**src/rtl/lbist_pkg.sv**
```systemverilog
// Shared types and step functions for the logic-BIST controller.
// Functions work on 32-bit containers; callers zero-extend narrower values
// and truncate the result, so PAT_W and DATA_W must not exceed 32.
package lbist_pkg;

  typedef enum logic [2:0] {
    S_IDLE,
    S_SEED,
    S_RUN,
    S_DRAIN,
    S_COMPARE,
    S_DONE
  } state_t;

  localparam int CNT_W = 16;

  // Fibonacci LFSR step: shift left, feed back the parity of the tapped stages.
  // The upper bits of value must be zero so taps beyond the width drop out.
  function automatic logic [31:0] lfsr_next(input logic [31:0] value,
                                            input logic [31:0] taps);
    return {value[30:0], ^(value & taps)};
  endfunction

  // Galois MISR step. msb is the top bit of the real-width signature, passed
  // separately because the container is wider than the register.
  function automatic logic [31:0] misr_next(input logic [31:0] sig,
                                            input logic [31:0] poly,
                                            input logic [31:0] resp,
                                            input logic        msb);
    return (sig << 1) ^ (msb ? poly : 32'h0) ^ resp;
  endfunction

endpackage

```
**src/rtl/lbist_misr.sv**
```systemverilog
// One response-compaction MISR channel.
// Ports: clk/rst (sync, active-high), clr zeroes the signature, en folds
// resp into the signature for one cycle, sig is the live register.
module lbist_misr
  import lbist_pkg::*;
#(
  parameter int                DATA_W    = 32,
  parameter logic [DATA_W-1:0] MISR_POLY = 32'h04C11DB7
) (
  input  logic              clk,
  input  logic              rst,
  input  logic              clr,
  input  logic              en,
  input  logic [DATA_W-1:0] resp,
  output logic [DATA_W-1:0] sig
);

  always_ff @(posedge clk) begin
    if (rst) begin
      sig <= '0;
    end else if (clr) begin
      sig <= '0;
    end else if (en) begin
      sig <= DATA_W'(misr_next(32'(sig), 32'(MISR_POLY), 32'(resp), sig[DATA_W-1]));
    end
  end

endmodule

```
**src/rtl/lbist_multichannel_ctrl.sv**
```systemverilog
// Logic-BIST controller: one LFSR drives a shared stimulus bus, N_CH MISRs
// compact the channel responses after RESP_LAT cycles, and the signatures
// are compared against GOLDEN to give pass_o / fail_mask_o.
// Ports: start/abort control a run; test_mode_o/pattern_o drive the CUTs;
// resp_i returns the flattened responses; busy_o/done_o/pass_o/fail_mask_o/
// aborted_o report status; signature_o/pattern_cnt_o are debug views.
module lbist_multichannel_ctrl
  import lbist_pkg::*;
#(
  parameter int                       PAT_W     = 32,
  parameter logic [PAT_W-1:0]         LFSR_TAPS = 32'h80200003,
  parameter logic [PAT_W-1:0]         SEED      = 32'h0000_ACE1,
  parameter int                       DATA_W    = 32,
  parameter int                       N_CH      = 2,
  parameter logic [DATA_W-1:0]        MISR_POLY = 32'h04C11DB7,
  parameter int                       PATTERNS  = 256,
  parameter int                       RESP_LAT  = 1,
  parameter logic [N_CH*DATA_W-1:0]   GOLDEN    = '0
) (
  input  logic                   clk,
  input  logic                   rst,
  input  logic                   start,
  input  logic                   abort,
  output logic                   test_mode_o,
  output logic [PAT_W-1:0]       pattern_o,
  input  logic [N_CH*DATA_W-1:0] resp_i,
  output logic                   busy_o,
  output logic                   done_o,
  output logic                   pass_o,
  output logic [N_CH-1:0]        fail_mask_o,
  output logic                   aborted_o,
  output logic [N_CH*DATA_W-1:0] signature_o,
  output logic [CNT_W-1:0]       pattern_cnt_o
);

  // An all-zero seed would lock the LFSR up.
  localparam logic [PAT_W-1:0] SEED_EFF   = (SEED == '0) ? PAT_W'(1) : SEED;
  localparam logic [2:0]       DRAIN_LAST = 3'((RESP_LAT == 0) ? 0 : RESP_LAT - 1);
  localparam logic [CNT_W-1:0] RUN_LAST   = CNT_W'(PATTERNS - 1);
  localparam logic [CNT_W-1:0] CNT_MAX    = CNT_W'(PATTERNS);

  state_t           state_q, state_d;
  logic [PAT_W-1:0] lfsr_q;
  logic [CNT_W-1:0] cnt_q;
  logic [2:0]       drain_q;
  logic             is_run;
  logic             abort_run;
  logic             cap_raw;
  logic             cap_en;
  logic [N_CH-1:0]  mismatch;

  // Abort only matters once a run has left IDLE.
  assign abort_run = abort && (state_q != S_IDLE);

  // ---------------- FSM ----------------
  always_ff @(posedge clk) begin
    if (rst) state_q <= S_IDLE;
    else     state_q <= state_d;
  end

  always_comb begin
    state_d     = state_q;
    is_run      = 1'b0;
    test_mode_o = 1'b0;
    busy_o      = 1'b1;
    done_o      = 1'b0;
    case (state_q)
      S_IDLE: begin
        busy_o = 1'b0;
        if (start && !abort) state_d = S_SEED;
      end
      S_SEED: begin
        test_mode_o = 1'b1;
        state_d     = S_RUN;
      end
      S_RUN: begin
        test_mode_o = 1'b1;
        is_run      = 1'b1;
        if (cnt_q == RUN_LAST) state_d = (RESP_LAT == 0) ? S_COMPARE : S_DRAIN;
      end
      S_DRAIN: begin
        test_mode_o = 1'b1;
        if (drain_q == DRAIN_LAST) state_d = S_COMPARE;
      end
      S_COMPARE: state_d = S_DONE;
      S_DONE: begin
        done_o  = 1'b1;
        state_d = S_IDLE;
      end
      default: state_d = S_IDLE;
    endcase
    if (abort_run) state_d = S_IDLE;
  end

  // ---------------- capture-valid delay line ----------------
  // The valid bit follows RUN by RESP_LAT cycles. Captures are confined to
  // RUN/DRAIN so an aborted run leaves the MISRs untouched afterwards.
  generate
    if (RESP_LAT == 0) begin : g_nolat
      assign cap_raw = is_run;
    end else begin : g_lat
      logic [RESP_LAT-1:0] vld_pipe;
      always_ff @(posedge clk) begin
        if (rst || abort_run || (state_q == S_SEED)) vld_pipe <= '0;
        else vld_pipe <= (vld_pipe << 1) | RESP_LAT'(is_run);
      end
      assign cap_raw = vld_pipe[RESP_LAT-1];
    end
  endgenerate

  assign cap_en = cap_raw && ((state_q == S_RUN) || (state_q == S_DRAIN)) && !abort;

  // ---------------- LFSR, counters, result flags ----------------
  always_ff @(posedge clk) begin
    if (rst) begin
      lfsr_q      <= SEED_EFF;
      cnt_q       <= '0;
      drain_q     <= '0;
      pass_o      <= 1'b0;
      fail_mask_o <= '0;
      aborted_o   <= 1'b0;
    end else begin
      case (state_q)
        S_IDLE: begin
          if (start && !abort) begin
            pass_o      <= 1'b0;
            fail_mask_o <= '0;
            aborted_o   <= 1'b0;
          end
        end
        S_SEED: begin
          lfsr_q <= SEED_EFF;
          cnt_q  <= '0;
        end
        S_RUN: begin
          lfsr_q  <= PAT_W'(lfsr_next(32'(lfsr_q), 32'(LFSR_TAPS)));
          drain_q <= '0;
          if (cnt_q != CNT_MAX) cnt_q <= cnt_q + 1'b1;
        end
        S_DRAIN: drain_q <= drain_q + 1'b1;
        S_COMPARE: begin
          fail_mask_o <= mismatch;
          pass_o      <= (mismatch == '0);
        end
        default: ;
      endcase
      if (abort_run) begin
        aborted_o   <= 1'b1;
        pass_o      <= 1'b0;
        fail_mask_o <= '1;
      end
    end
  end

  assign pattern_o     = is_run ? lfsr_q : '0;
  assign pattern_cnt_o = cnt_q;

  // ---------------- per-channel MISRs ----------------
  generate
    for (genvar c = 0; c < N_CH; c++) begin : g_ch
      lbist_misr #(
        .DATA_W    (DATA_W),
        .MISR_POLY (MISR_POLY)
      ) u_misr (
        .clk  (clk),
        .rst  (rst),
        .clr  (state_q == S_SEED),
        .en   (cap_en),
        .resp (resp_i[c*DATA_W +: DATA_W]),
        .sig  (signature_o[c*DATA_W +: DATA_W])
      );
      assign mismatch[c] = signature_o[c*DATA_W +: DATA_W] != GOLDEN[c*DATA_W +: DATA_W];
    end
  endgenerate

endmodule

```
**config.mk**
```make
export PLATFORM = sky130hd
export DESIGN_NAME = lbist_multichannel_ctrl
export DESIGN_NICKNAME = d
export VERILOG_FILES = /design/src/rtl/lbist_pkg.sv /design/src/rtl/lbist_misr.sv /design/src/rtl/lbist_multichannel_ctrl.sv
export SDC_FILE = /design/constraint.sdc
export NUM_CORES = 1
export LEC_CHECK = 0
export ABC_AREA = 1
export BUFFER_PORTS_ARGS = -buffer_cell sky130_fd_sc_hd__buf_4
export CAP_MARGIN = 20
export CORE_MARGIN = 5
export CORE_UTILIZATION = 47
export DETAILED_ROUTE_END_ITERATION = 16
export HOLD_SLACK_MARGIN = 0.12
export PLACE_DENSITY = 0.79
export RECOVER_POWER = 25
export SETUP_SLACK_MARGIN = 0.1
export SKIP_CTS_REPAIR_TIMING = 1
export SYNTH_ARGS = -nofsm -noshare
export SYNTH_HDL_FRONTEND = slang
export SYNTH_SLANG_ARGS = --single-unit
export TNS_END_PERCENT = 10
```
**constraint.sdc**
```tcl
create_clock -name clk -period 1.3 [get_ports clk]
set_input_delay 0.39 -clock clk [delete_from_list [all_inputs] [get_ports clk]]
set_output_delay 0.39 -clock clk [all_outputs]
set_load 0.02 [all_outputs]
```
**Word-level counts from Yosys, hierarchy flattened**

Cells that the tools add are included.

- Eq/ne operators: 12
- Mux-type cells: 22
- Reductions and logical operators: 29
- Add/subtract/negate cells: 2
- Bitwise logic cells: 4

Operators with widths:

| operator | number |
|---|---|
| $xor 32x32->32 | 4 |
| $pmux 32 s2 | 1 |
| $reduce_bool 32->1 | 2 |
| $mux 27 | 2 |
| $mux 32 | 1 |
| $pmux 16 s2 | 1 |
| $reduce_xor 32->1 | 1 |
| $add 16x1->16 const B | 1 |
| $eq 16x8->1 const B | 1 |
| $mux 16 | 1 |
| $ne 16x9->1 const B | 1 |
| $pmux 3 s5 | 1 |
| $reduce_bool 2->1 | 5 |
| $mux 3 | 3 |
| $reduce_and 2->1 | 4 |
| $mux 1 | 7 |
| $eq 3x2->1 const B | 2 |
| $eq 3x3->1 const B | 2 |
| $logic_not 3->1 | 2 |
| $ne 2x2->1 const B | 3 |
| $pmux 3 s2 | 1 |
| $reduce_bool 3->1 | 2 |
| $logic_and 1x1->1 | 4 |
| $mux 2 | 2 |
| 12 further kinds | 15 |

- Logic and storage cells: 79
- Bits in registers: 123
- Output and inout bits: 119

**Depth between registers and ports, before layout**

- Depth in word-level cells: 5
- Gate-level depth with buffers: 10

**Modules after synthesis**

Synthesis repeated with hierarchy kept, for this count alone.

- Cells, all modules: 1,063
- Area total of the unflattened synthesis: 7,413.4 sq um

By module, submodules not included:

| module | cells each | seq. area each (sq um) | instances | area each (sq um) |
|---|---|---|---|---|
| lbist_misr | 284 | 640.6 | 2 | 1,968.1 |
| lbist_multichannel_ctrl | 495 | 1,181.1 | 1 | 3,477.1 |

**Worst setup path before layout**

OpenSTA, ideal clock, no wires.

- Path kind: register -> output
- Start point: register state_q[1]
- End point: output pattern_o[10]
- Data arrival time: 1.243 ns
- Stages on the path, launching flop included: 7
- Path buffers: 2
- Slack: -0.333 ns
- Required time: 0.910 ns
- Cell sequence: dfxtp_1 inv_1 nor2_4 nand2_1 buf_6 buf_2 nor2_1

- Cells in the longest elaborated chain, start to end: 3

RTL lines:

| element | RTL line | source |
|---|---|---|
| from (decl) | lbist_multichannel_ctrl.sv:42 | `state_t state_q, state_d;` |
| from (signal assigned) | lbist_multichannel_ctrl.sv:58 | `else state_q <= state_d;` |
| $eq 3x2->1 | lbist_multichannel_ctrl.sv:67 | `case (state_q)` |
| $mux 1 | lbist_multichannel_ctrl.sv:67 |  |
| $mux 32 | lbist_multichannel_ctrl.sv:155 | `assign pattern_o = is_run ? lfsr_q : '0;` |
| to (decl) | lbist_multichannel_ctrl.sv:25 | `output logic [PAT_W-1:0] pattern_o,` |

Every way passes these cells.

**Final worst setup path**

- Start point: register state_q[1]
- End point: output pattern_o[25]

Same word-level chain as after synthesis.

==> reports/metrics.yaml <==
synth:
  ys_types: 29
  yosysSeqAreaShare_pct: 39.51
  synth_warnings: 0
  syn_avg_cell_area_um2: 7.666
  syn-instance-count: 813
  synth_seq_cells: 123
  syn_nets: 885
  synthesis.area_mm2: 0.006232
floorplan:
  start_util_pct: 47.44
  die-area_mm2: 0.01566
  die_y_um: 125.2
  die_w_um: 125.2
  core_area_mm2: 0.01314
  io_pins: 187
  rows: 42
global_route:
  grt_pass1_vias: 6181
  grt_max_degree: 43
  grt.total_usage_pct: 22.57
  antenna_found_initial: 0
  grt_overflow: 0
  grt_pass1_wl_mm: 29.25
clock_network:
  clockBufferDepth: 2
  cts.sinks: 123
  clkSlewWorstSetupHoldPaths_ns: 0.05
  cts_tree: "yes"
  numCtsBuffers: 17
  worstSkewPairLatency_ns: 0.41
  cts_max_level: 4
  cts-root-buf: "clkbuf_16"
placed_design:
  place_ws_ns: -0.1868
  dp_hpwl_mm: 13.48
  gp_routability_congestion: 0.8758
  port_buffers: 186
critical_path:
  path_buf_inv: 3
  start_kind: "flip-flop"
  crit_cells: 6
  slowest_stage: "dfxtp_2"
  worstSetupPathType: "reg2out"
  cp-end-kind: "primary output"
  worstSetupEndpoint: "pattern_o[25]"
  reg2reg_depth: 8
  cp_cell_sequence: "inv_2 > nor2_4 > nand2_4 > buf_4 > nor2_2 > buf_4"
  critPathMaxStageDelay_ns: 0.33
  setup.worst_path.start: "state_q[1]"
  critPathArrivalTime_ns: 1.52
  rr_startpoint: "state_q[1]"
  required_ns: 0.91
  path_common_cell: "buf_4"
  path_max_fanout: 9
  rrSetupSlack_ns: -0.15
  critPathTopFamily: "buffers and inverters"
  r2r-end: "g_ch[0].u_misr.sig[30]"
finish:
  fin_nets: 1161
  syn2layout_area_growth_pct: 52.64
  drive_above_1_share_pct: 37.12
  antenna-diode-count: 0
  n_fill_cell: 1029
timing:
  rsz0062_at_grt: "true"
  hold_violations: 0
  setup_tns_ns: -34.71
  setup_viol: 226
  setup_slack_ns: -0.6115
  finClkSkew_ns: 0.006494
  period_needed_ns: 1.912
  post-route-period-util_pct: 147.0
  timing.fmax_mhz: 523.1
  slew_viol_final: 0
  slew_headroom_pct: 80.27
  worstMarginPinSlew_ns: 0.2949
job:
  drv_cap: 0
routing:
  wl_per_cell_um: 14.37
  postRouteAntennaNets: 0
  drc: 0
  dr.pass1.iters: 5
  drt-initial-drc-count: 385
  via_per_inst: 4.946
  wirelength_mm: 18.33
  via_count: 6306
hold_path:
  min-delay-path-class: "in2reg"
pwr:
  p_leak_nw: 4.124
  ir_drop_mv: 0.9783
  p_per_area_mw_per_mm2: 1340
outcome:
  violations: "setup timing"
  outcome: "finished with violations"
-- state kept, by name (all words and copies together) (netlist names) --
register,cells
aborted_o,1
cap_raw,1
drain_q,3
fail_mask_o,2
g_ch.u_misr.sig,64
lfsr_q,32
pass_o,1
pattern_cnt_o,16
state_q,3
-- cell usage after synthesis (all sizes together) --
| master | number | share of area, % |
|---|---|---|
| clkbuf | 6 | 0.36 |
| nand3 | 32 | 2.7 |
| a21o | 1 | 0.12 |
| o21ai | 48 | 3.9 |
| a31oi | 1 | 0.10 |
| nand3b | 3 | 0.36 |
| xnor2 | 58 | 8.2 |
| buf | 34 | 3.7 |
| nand2 | 92 | 5.6 |
| o22ai | 1 | 0.10 |
| o21a | 24 | 2.9 |
| nor2 | 174 | 11 |
| xor2 | 35 | 4.9 |
| o21bai | 6 | 0.72 |
| a21oi | 57 | 4.6 |
| ha | 4 | 0.80 |
| nor3 | 2 | 0.16 |
| inv | 76 | 4.6 |
| a211oi | 30 | 5.5 |
| nand4 | 5 | 0.50 |
| dfxtp | 123 | 40 |
| o211ai | 1 | 0.12 |
-- routing by layer --
layer | wire length, um | up-vias | part of all wire (%) | global-route usage (%)
met5 | 0 | - | 0 | 0
met4 | 451 | 0 | 2.5 | 8.418
met3 | 1128 | 32 | 6.2 | 6.652
met2 | 8988 | 183 | 49 | 38.06
met1 | 7759 | 2933 | 42 | 27.31
li1 | - | 3158 | - | -
-- layout make-up --
type / instances / area, um2 / area share [%]
multi-input combinational: 574 / 3515 / 36.95
sequential: 123 / 2476 / 26.03
timing repair buffer: 297 / 2457 / 25.83
clock buffer: 28 / 526.8 / 5.537
inverter: 76 / 287.8 / 3.025
tap: 176 / 220.2 / 2.315
clock inverter: 1 / 30.03 / 0.3157
-- worst min path at each step --
stage,start,end,depth (start not counted)
after global placement,drain_q[2],drain_q[2],1
final,resp_i[37],g_ch[1].u_misr.sig[5],3
after global routing,resp_i[36],g_ch[1].u_misr.sig[4],3
after detailed placement,aborted_o,aborted_o,2
after floorplan,drain_q[2],drain_q[2],1
after CTS,resp_i[22],g_ch[0].u_misr.sig[22],3
-- worst register-to-register path: cells and delay by family (launching register included) --
family | cells | cell delay [ns]
AND/OR/NAND/NOR | 3 | 0.33
buffers and inverters | 4 | 0.56
AO/OA/AOI/OAI | 1 | 0.16
flip-flops | 1 | 0.33
-- logic make-up (layout without fill, tap and decap cells) --
group | count (synthesis) | count (layout) | share of synthesized area [%]
buf+inv | 116 | 402 | 8.653
simple gates | 308 | 308 | 19.94
fa+ha+maj | 4 | 4 | 0.8031
flops | 123 | 123 | 39.51
xor+xnor | 93 | 93 | 13.07
compound gates | 169 | 169 | 18.03
-- per-stage QoR --
| step | instances | total power, W | util [%] | hold slack (ns) | instance area [um2] |
|---|---|---|---|---|---|
| floorplan | 813 | 0.006560 | - | 0.4371 | 6481 |
| global placement | 1243 | 0.008021 | 66.50 | 0.4508 | 8736 |
| detailed placement | 1243 | 0.008082 | 66.50 | 0.4590 | 8736 |
| CTS | 1272 | 0.01256 | 70.73 | 0.2381 | 9293 |
| global route | 1275 | 0.01333 | 72.41 | 0.2508 | 9513 |
| finish | 1275 | 0.01275 | 72.41 | 0.2496 | 9513 |
-- layout by cell type, fill, tap and decap left out, types with 30 or more instances in the layout --
cell,instances
dfxtp_1,114
xnor2_1,58
nand3_1,30
inv_1,71
buf_4,262
nand2_1,88
nor2_1,136
o21ai_0,39
a21oi_1,55
xor2_1,35
nor2_4,30
-- report_power, final --
group	leakage [nW]	switching, W	internal (W)
clock network	0.273	0.00156	0.00290
registers	0.998	0.000138	0.00404
logic	2.85	0.00233	0.00178
Power figures use the tool's default switching activity.
